**src/rtl/feed_rx_stage_pkg.sv**
```systemverilog
// Shared types for the exec-side feed receiver: machine word width, decoded
// instruction names, the buffered payload record and the launch FSM states.
package feed_rx_stage_pkg;

    localparam int XLEN  = 32;
    localparam int RRN_W = 6;

    typedef enum logic [3:0] {
        I_ADD, I_SUB, I_AND, I_OR, I_XOR, I_SLL, I_SRL, I_SRA,
        I_SLT, I_SLTU, I_BEQ, I_BNE, I_BLT, I_BGE, I_LW, I_SW
    } instr_name_e;

    typedef struct packed {
        logic [XLEN-1:0]  data_1;
        logic [XLEN-1:0]  data_2;
        logic [XLEN-1:0]  address;
        logic [XLEN-1:0]  immediate;
        instr_name_e      instr_name;
        logic [RRN_W-1:0] rrn;
    } feed_payload_t;

    typedef enum logic [1:0] {
        IDLE,
        RUN,
        WAIT_CDB
    } feed_rx_state_e;

endpackage

```
**src/rtl/feed_rx_stage_fifo.sv**
```systemverilog
// feed_fifo: small first-word-fall-through FIFO of feed payloads with a
// synchronous flush; the head entry is visible combinationally.
module feed_fifo
    import feed_rx_stage_pkg::*;
#(
    parameter int DEPTH = 2
) (
    input  logic                   clock,
    input  logic                   reset,
    input  logic                   flush,
    input  logic                   push,
    input  logic                   pop,
    input  feed_payload_t          wr_data,
    output feed_payload_t          head,
    output logic [$clog2(DEPTH):0] count,
    output logic                   empty
);

    localparam int PW = $clog2(DEPTH);
    localparam int CW = PW + 1;

    feed_payload_t  mem [DEPTH];
    logic [PW-1:0]  head_reg;
    logic [PW-1:0]  tail_reg;
    logic [CW-1:0]  count_reg;
    logic           full;
    logic           do_push;
    logic           do_pop;

    assign full    = (count_reg == CW'(DEPTH));
    assign empty   = (count_reg == '0);
    assign do_push = push && !full && !flush;
    assign do_pop  = pop && !empty && !flush;

    // Storage is not reset: an entry is only ever read after it was written.
    for (genvar gi = 0; gi < DEPTH; gi++) begin : g_entry
        always_ff @(posedge clock) begin
            if (do_push && (tail_reg == PW'(gi))) begin
                mem[gi] <= wr_data;
            end
        end
    end

    always_ff @(posedge clock) begin
        if (reset || flush) begin
            head_reg  <= '0;
            tail_reg  <= '0;
            count_reg <= '0;
        end else begin
            if (do_push) begin
                tail_reg <= tail_reg + 1'b1;
            end
            if (do_pop) begin
                head_reg <= head_reg + 1'b1;
            end
            case ({do_push, do_pop})
                2'b10:   count_reg <= count_reg + 1'b1;
                2'b01:   count_reg <= count_reg - 1'b1;
                default: count_reg <= count_reg;
            endcase
        end
    end

    assign head  = mem[head_reg];
    assign count = count_reg;

endmodule

```
**src/rtl/feed_rx_stage.sv**
```systemverilog
// feed_rx_stage: buffers station payloads, launches one instruction at a time
// into the unit and holds its result on the CDB until granted.
// Optional macro FEED_RX_BYPASS_EN: start straight from the feed bus when idle and empty.
module feed_rx_stage
    import feed_rx_stage_pkg::*;
#(
    parameter int DEPTH = 2
) (
    input  logic             clock,
    input  logic             reset,
    input  logic             flush,
    input  logic             feed_valid,
    output logic             feed_ready,
    input  logic [XLEN-1:0]  feed_data_1,
    input  logic [XLEN-1:0]  feed_data_2,
    input  logic [XLEN-1:0]  feed_address,
    input  logic [XLEN-1:0]  feed_immediate,
    input  instr_name_e      feed_instr_name,
    input  logic [RRN_W-1:0] feed_rrn,
    output logic             exec_start,
    output logic [XLEN-1:0]  exec_data_1,
    output logic [XLEN-1:0]  exec_data_2,
    output logic [XLEN-1:0]  exec_address,
    output logic [XLEN-1:0]  exec_immediate,
    output instr_name_e      exec_instr_name,
    input  logic             exec_done,
    input  logic [XLEN-1:0]  exec_result,
    output logic             cdb_req,
    output logic [XLEN-1:0]  cdb_result,
    output logic [RRN_W-1:0] cdb_rrn,
    input  logic             cdb_grant
);

    localparam int CW = $clog2(DEPTH) + 1;

    feed_rx_state_e   state_reg;
    feed_rx_state_e   state_next;
    logic [XLEN-1:0]  cdb_result_reg;
    logic [RRN_W-1:0] cdb_rrn_reg;
    feed_payload_t    feed_payload;
    feed_payload_t    head;
    feed_payload_t    exec_payload;
    logic [CW-1:0]    fifo_count;
    logic             fifo_empty;
    logic             push;
    logic             pop;
    logic             cdb_load;

    assign feed_payload = '{
        data_1:     feed_data_1,
        data_2:     feed_data_2,
        address:    feed_address,
        immediate:  feed_immediate,
        instr_name: feed_instr_name,
        rrn:        feed_rrn
    };

    assign feed_ready = !reset && (fifo_count < CW'(DEPTH));
    assign push       = feed_valid && feed_ready && !flush;

    feed_fifo #(.DEPTH(DEPTH)) u_fifo (
        .clock   (clock),
        .reset   (reset),
        .flush   (flush),
        .push    (push),
        .pop     (pop),
        .wr_data (feed_payload),
        .head    (head),
        .count   (fifo_count),
        .empty   (fifo_empty)
    );

    always_comb begin
        state_next = state_reg;
        exec_start = 1'b0;
        pop        = 1'b0;
        cdb_load   = 1'b0;
        case (state_reg)
            IDLE: begin
                if (!fifo_empty) begin
                    exec_start = 1'b1;
                    state_next = RUN;
`ifdef FEED_RX_BYPASS_EN
                end else if (push) begin
                    exec_start = 1'b1;
                    state_next = RUN;
`endif
                end
            end
            RUN: begin
                if (exec_done) begin
                    cdb_load   = 1'b1;
                    state_next = WAIT_CDB;
                end
            end
            WAIT_CDB: begin
                if (cdb_grant) begin
                    pop        = 1'b1;
                    state_next = IDLE;
                end
            end
            default: state_next = IDLE;
        endcase
        // Kill wins over every other event in the same cycle.
        if (reset || flush) begin
            exec_start = 1'b0;
            pop        = 1'b0;
            cdb_load   = 1'b0;
            state_next = IDLE;
        end
    end

    always_ff @(posedge clock) begin
        state_reg <= state_next;
        if (reset || flush) begin
            cdb_result_reg <= '0;
            cdb_rrn_reg    <= '0;
        end else if (cdb_load) begin
            cdb_result_reg <= exec_result;
            cdb_rrn_reg    <= head.rrn;
        end
    end

`ifdef FEED_RX_BYPASS_EN
    logic bypass_sel;
    // The bypassed payload is also written, so it becomes the head next cycle.
    assign bypass_sel   = (state_reg == IDLE) && fifo_empty && push;
    assign exec_payload = bypass_sel ? feed_payload : head;
`else
    assign exec_payload = head;
`endif

    assign exec_data_1     = exec_payload.data_1;
    assign exec_data_2     = exec_payload.data_2;
    assign exec_address    = exec_payload.address;
    assign exec_immediate  = exec_payload.immediate;
    assign exec_instr_name = exec_payload.instr_name;

    assign cdb_req    = (state_reg == WAIT_CDB);
    assign cdb_result = cdb_result_reg;
    assign cdb_rrn    = cdb_rrn_reg;

endmodule

```
**config.mk**
```make
export PLATFORM = sky130hd
export DESIGN_NAME = feed_rx_stage
export DESIGN_NICKNAME = d
export VERILOG_FILES = /design/src/rtl/feed_rx_stage_pkg.sv /design/src/rtl/feed_rx_stage_fifo.sv /design/src/rtl/feed_rx_stage.sv
export SDC_FILE = /design/constraint.sdc
export NUM_CORES = 1
export LEC_CHECK = 0
export ABC_AREA = 1
export BUFFER_PORTS_ARGS = -buffer_cell sky130_fd_sc_hd__clkbuf_2
export CAP_MARGIN = 30
export CORE_MARGIN = 3
export CORE_UTILIZATION = 49
export DETAILED_ROUTE_END_ITERATION = 16
export PLACE_DENSITY = 0.75
export SETUP_SLACK_MARGIN = 0.02
export SLEW_MARGIN = 20
export SYNTH_ARGS = -nofsm -noshare
export SYNTH_HDL_FRONTEND = slang
export SYNTH_SLANG_ARGS = --single-unit
```
**constraint.sdc**
```tcl
create_clock -name clock -period 17.7 [get_ports clock]
set_clock_uncertainty 0.15 [all_clocks]
set_input_delay 3.54 -clock clock [delete_from_list [all_inputs] [get_ports clock]]
set_output_delay 3.54 -clock clock [all_outputs]
set_load 0.01 [all_outputs]
```
==> run metrics, run 1 <==
die area=28,100 um2; DP HPWL=16,900 um; DR iter-0 viols=457; leakage power total=6.53 nW; Core Rows=58; WS Path Type=input pin to primary output; GPL Wtd Cong=around 0.83; largest stage delay on the critical path=0.36 ns; H-Tree Depth=2; status=completed; commonest cells in the netlist=nand2_1, edfxtp_1, buf_4; Largest register FFs=~280; DR pass1 iterations=4; Finished Core Util=58.8%; layout cells sized above 1=31.2%; first-pass GRT wire length=39,700 um; min-delay worst type=flip-flop to flip-flop; Vias/cell=~4.7; final worst setup slack=9.46 ns; final WL=25,600 um; Yosys top cell area share=64.8%; Clock transition at path regs=0.06 ns; final setup TNS=0 ns; Finish-stage setup viols=0; Synth Cell Area=12,800 um2; placeable core area=25,400 um2; largest net degree at the start of global routing=75; asr flop ratio synth=0%; Max-cap violations=0; post-synthesis cell count=around 1,100; CP Data Arrival Time=4.55 ns; FMAX=121 MHz; Final ANT Viol Nets=0; total global-route track usage=17.6%; DRC Markers=0; Hold Vio Cnt, Final=0; drt wl/cell=around 15 um; Area Overhead vs Synth=16.9%; Final nets=1,502; peak supply drop=79.4 uV; Initial Util=50.3%; Num CTS Buffers=35; Chip Height=between 150 and 200 um; post-synthesis sequential area ratio=71.9%; slew of the pin with the lowest slew margin=0.968 ns; # resized after CTS=0; Max FO, Critical Path=45; Die W=168 um; count of cell types in the netlist=20; Rel. slew slack=35.5%; initial antenna violation count=3; clk sink count=321; Skew-Pair Late Insertion Delay=0.49 ns; most frequent CP cell=clkbuf_2; hold slack final=0.317 ns; Root Driver=clkbuf_16; Crit-path slowest cell=buf_4; Critical Path End Type=primary output; YS warnings=0; critical path cell sequence=clkbuf_2 > nor2_4 > buf_4 > nand2_1 > nor2_1 > clkbuf_2; EDFF count, synth=276; remaining global-route overflow=0; via count=7,965; post-synthesis net count=1,280; cts hold-fix bufs=0; top cells by area, synth=edfxtp_1, nand2_1, buf_4; vias in the first global route=7,899; critical path required time=~14 ns; RSZ-0062 raised after global routing=false; post-CTS setup buffers=0; Syn Area/Cell=11.6 um2; CTS tree=yes; port buffer count=approximately 350; count leader, synth=nand2_1; max-slew violations=0; Yosys reg bits=321; I/O pins=349; final period utilization=46.5%; Tmin final=8.24 ns; Power Dens Cells=104 nW/um2; Synth area leader=edfxtp_1; Startpoint Class=input pin; top_reg_cell synth=edfxtp_1; Longest Clk Path Bufs=3; pre-CTS setup slack=9.49 ns
-- worst max-delay path: cells and delay by family --
family                 cells  cell delay, ns
buffers and inverters      3            0.61
AND/OR/NAND/NOR            3            0.37
-- routing by layer --
metal / global-route usage (%) / vias to the layer above / share of wire, %
li1: - / 3929 / -
met1: 19.5 / 3641 / 36
met2: 31.0 / 309 / 51
met3: 4.93 / 82 / 8.0
met4: 8.75 / 4 / 4.6
met5: 0 / - / 0.11
-- power by group --
part           switching [mW]  leakage (nW)  internal (mW)
Combinational          0.0318          3.13         0.0239
Sequential            0.00254          2.87          0.833
Clock                   0.269         0.525          0.387
-- path summary, 6_finish.rpt --
path / startpoint / endpoint / slack (ns) / cells past startpoint
worst max register to register: u_fifo.count[1] / u_fifo.mem[0][42] / 15.47 / 4
worst min-delay path: cdb_result[23] / cdb_result[23] / 0.32 / 2
worst min register to register: cdb_result[23] / cdb_result[23] / 0.32 / 2
worst max-delay path: reset / exec_start / 9.46 / 6
-- metrics by stage --
step | area [um2] | power [mW] | cells
2_1_floorplan | 12800 | 0.884 | 1103
3_3_place_gp | 13800 | 0.906 | 1616
3_5_place_dp | 13900 | 0.908 | 1617
4_1_cts | 14900 | 1.57 | 1677
5_1_grt | 14900 | 1.60 | 1679
6_report | 14900 | 1.55 | 1679
-- logic make-up after synthesis --
logic type / after synthesis / synth area share [%]
flops: 321 / 71.9
buf+inv: 218 / 10.6
fa+ha+maj: 1 / 0.0979
simple gates: 514 / 15.5
compound gates: 49 / 1.92
-- area by class of cell --
cell class,count,area (um2)
diodes,1,2.50
clock buffers,43,968
clock inverters,17,85.1
fillers,2029,10500
inverters,45,171
multi-input cells,564,2250
flip-flops and latches,321,9190
well taps,330,413
repair buffers,358,1860
-- cells in the final DEF, fill, tap and decap left out, drive strengths merged --
master,n
edfxtp,276
clkinv,14
ha,1
or2,4
inv,47
clkinvlp,1
nand2,450
dfxtp,45
buf,10
nand4,1
o21ai,31
clkbuf,391
nand3,3
nor2,56
diode,1
a21oi,18
(Power assumes the default switching activity.)
==> inputs of run 2 (changes only) <==
CORE_UTILIZATION = 47   (was 49)
PLACE_DENSITY = 0.76   (was 0.75)
clock period = 7.2 ns   (was 17.7 ns; I/O delays follow)
==> run metrics, run 2 (same netlist as run 1, synthesis figures left out) <==
combinational share of power=3.6%; Post-Layout Cell Count=about 1,700; final WL=25,800 um; Final ANT Viol Nets=0; Initial Util=48.4%; leakage power total=6.48 nW; internal power=3.05 mW; # fillers=2,179; Critical Path End Type=primary output; Startpoint Class=flip-flop; Vias/cell=4.71; drt wl/cell=15.4 um; Final Instance Area=14,900 um2; DR iter-0 viols=462; # resized after CTS=0; slew of the pin with the lowest slew margin=between 0.8 and 0.9 ns; commonest non-fill, non-tap cell in the layout=nand2_1; Clock transition at path regs=0.06 ns; Storage cell area=just over 9000 um2; via count=roughly 8,000; multi-input logic area=2250 um2; Finish-stage setup viols=0; Area Overhead vs Synth=16.5%; Switching Fraction=between 20% and 30%; Final nets=around 1,500; layout cells sized above 1=30.9%; Num CTS Buffers=34; placeable core area=roughly 26,000 um2; total global-route track usage=16.9%; port buffer count=348; CTS tree=yes; Longest Clk Path Bufs=3; cts hold-fix bufs=0; R2R depth=4; initial antenna violation count=1; Die W=~170 um; Clock power frac=42.7%; critical path required time=roughly 5.6 ns; Max-cap violations=0; WS Path Type=flip-flop to primary output; largest net degree at the start of global routing=80; Hold Vio Cnt, Final=0; GR Layer Usage met1=18.7%; DRC Markers=0; Max FO, Critical Path=70; DP HPWL=17,000 um; RSZ-0062 raised after global routing=false; first-pass GRT wire length=39,000 um; ant diodes=0; Root Driver=clkbuf_16; Hold Path Sink=cdb_result[18]; placed cell area=approximately 14,000 um2; Rel. slew slack=between 40% and 50%; M2 GR Usage=29.9%; GPL Wtd Cong=0.735; Reg2Reg Setup Slack=4.60 ns; commonest non-fill, non-tap cells in the layout=nand2_1, clkbuf_2, edfxtp_1; Core Rows=about 60; post-CTS setup buffers=0; Psw=0.771 mW; final period utilization=62.6%; placed cell count=1,619; global routing met3 resource utilization=5.78%; status=completed; Hold Crit Depth=2; Skew-Pair Late Insertion Delay=just under 0.5 ns; Largest register FFs=276; H-Tree Depth=2; sequential power share=between 50% and 60%; Finished Core Util=between 50 and 60%; I/O pins=approximately 350; CP Data Arrival Time=2.92 ns; max-slew violations=0; FMAX=222 MHz; DR pass1 iterations=4; most used routing layer=met2; remaining global-route overflow=0; Power Dens Cells=257 nW/um2; Worst Min Path Start=cdb_result[18]; peak supply drop=between 200 and 250 uV; Chip Height=171 um; Tmin final=about 4.5 ns; min-delay worst type=flip-flop to flip-flop; reg2reg end=cdb_rrn[0]; clk sink count=around 320; vias in the first global route=7,739; die area=29,200 um2
## run 2: critical path, stage by stage, from the launching register on
cell	delay, ns
dfxtp_4	0.56
inv_4	0.67
buf_4	0.70
nand2_1	0.12
nand2_1	0.13
clkbuf_2	0.14
## run 2: power by group through the flow
stage	Combinational, mW	Clock, mW	Sequential, mW
floorplan	0.0736	0	2.10
global placement	0.133	0	2.09
detailed placement	0.138	0	2.09
CTS	0.139	1.68	2.05
global route	0.152	1.75	2.06
finish	0.137	1.63	2.05
## run 2: through the flow
stage	hold WS, ns	power, mW	worst slack, ns	TNS, ns
5_1_grt	0.351	3.96	2.40	0
4_1_cts	0.321	3.87	2.61	0
2_1_floorplan	0.306	2.17	-1.09	-301.27
3_3_place_gp	0.299	2.23	2.90	0
3_5_place_dp	0.308	2.23	2.89	0
6_report	0.315	3.82	2.69	0
## run 2: final cells by class
cell class / count / share of cell area [%]
clock buffers: 38 / 5.81
flip-flops and latches: 321 / 61.7
multi-input cells: 564 / 15.1
well taps: 335 / 2.81
clock inverters: 23 / 1.22
inverters: 45 / 1.15
repair buffers: 354 / 12.2
## run 2: worst max path at each step
stage	to	depth (start not counted)	slack (ns)	start
after detailed placement	u_fifo.mem[0][58]	5	2.89	reset
after floorplan	u_fifo.mem[0][0]	3	-1.09	reset
after global routing	exec_address[4]	5	2.40	flip-flop
after CTS	exec_address[4]	5	2.61	flip-flop
final	exec_address[4]	5	2.69	flip-flop
after global placement	exec_start	5	2.90	reset
## run 2: routing by layer
metal	vias up	wire length (um)	part of all wire, %
met5	-	7	0.027
met4	2	964	3.7
met3	66	2370	9.2
met1	3623	9300	36
met2	308	13200	51
li1	3914	-	-
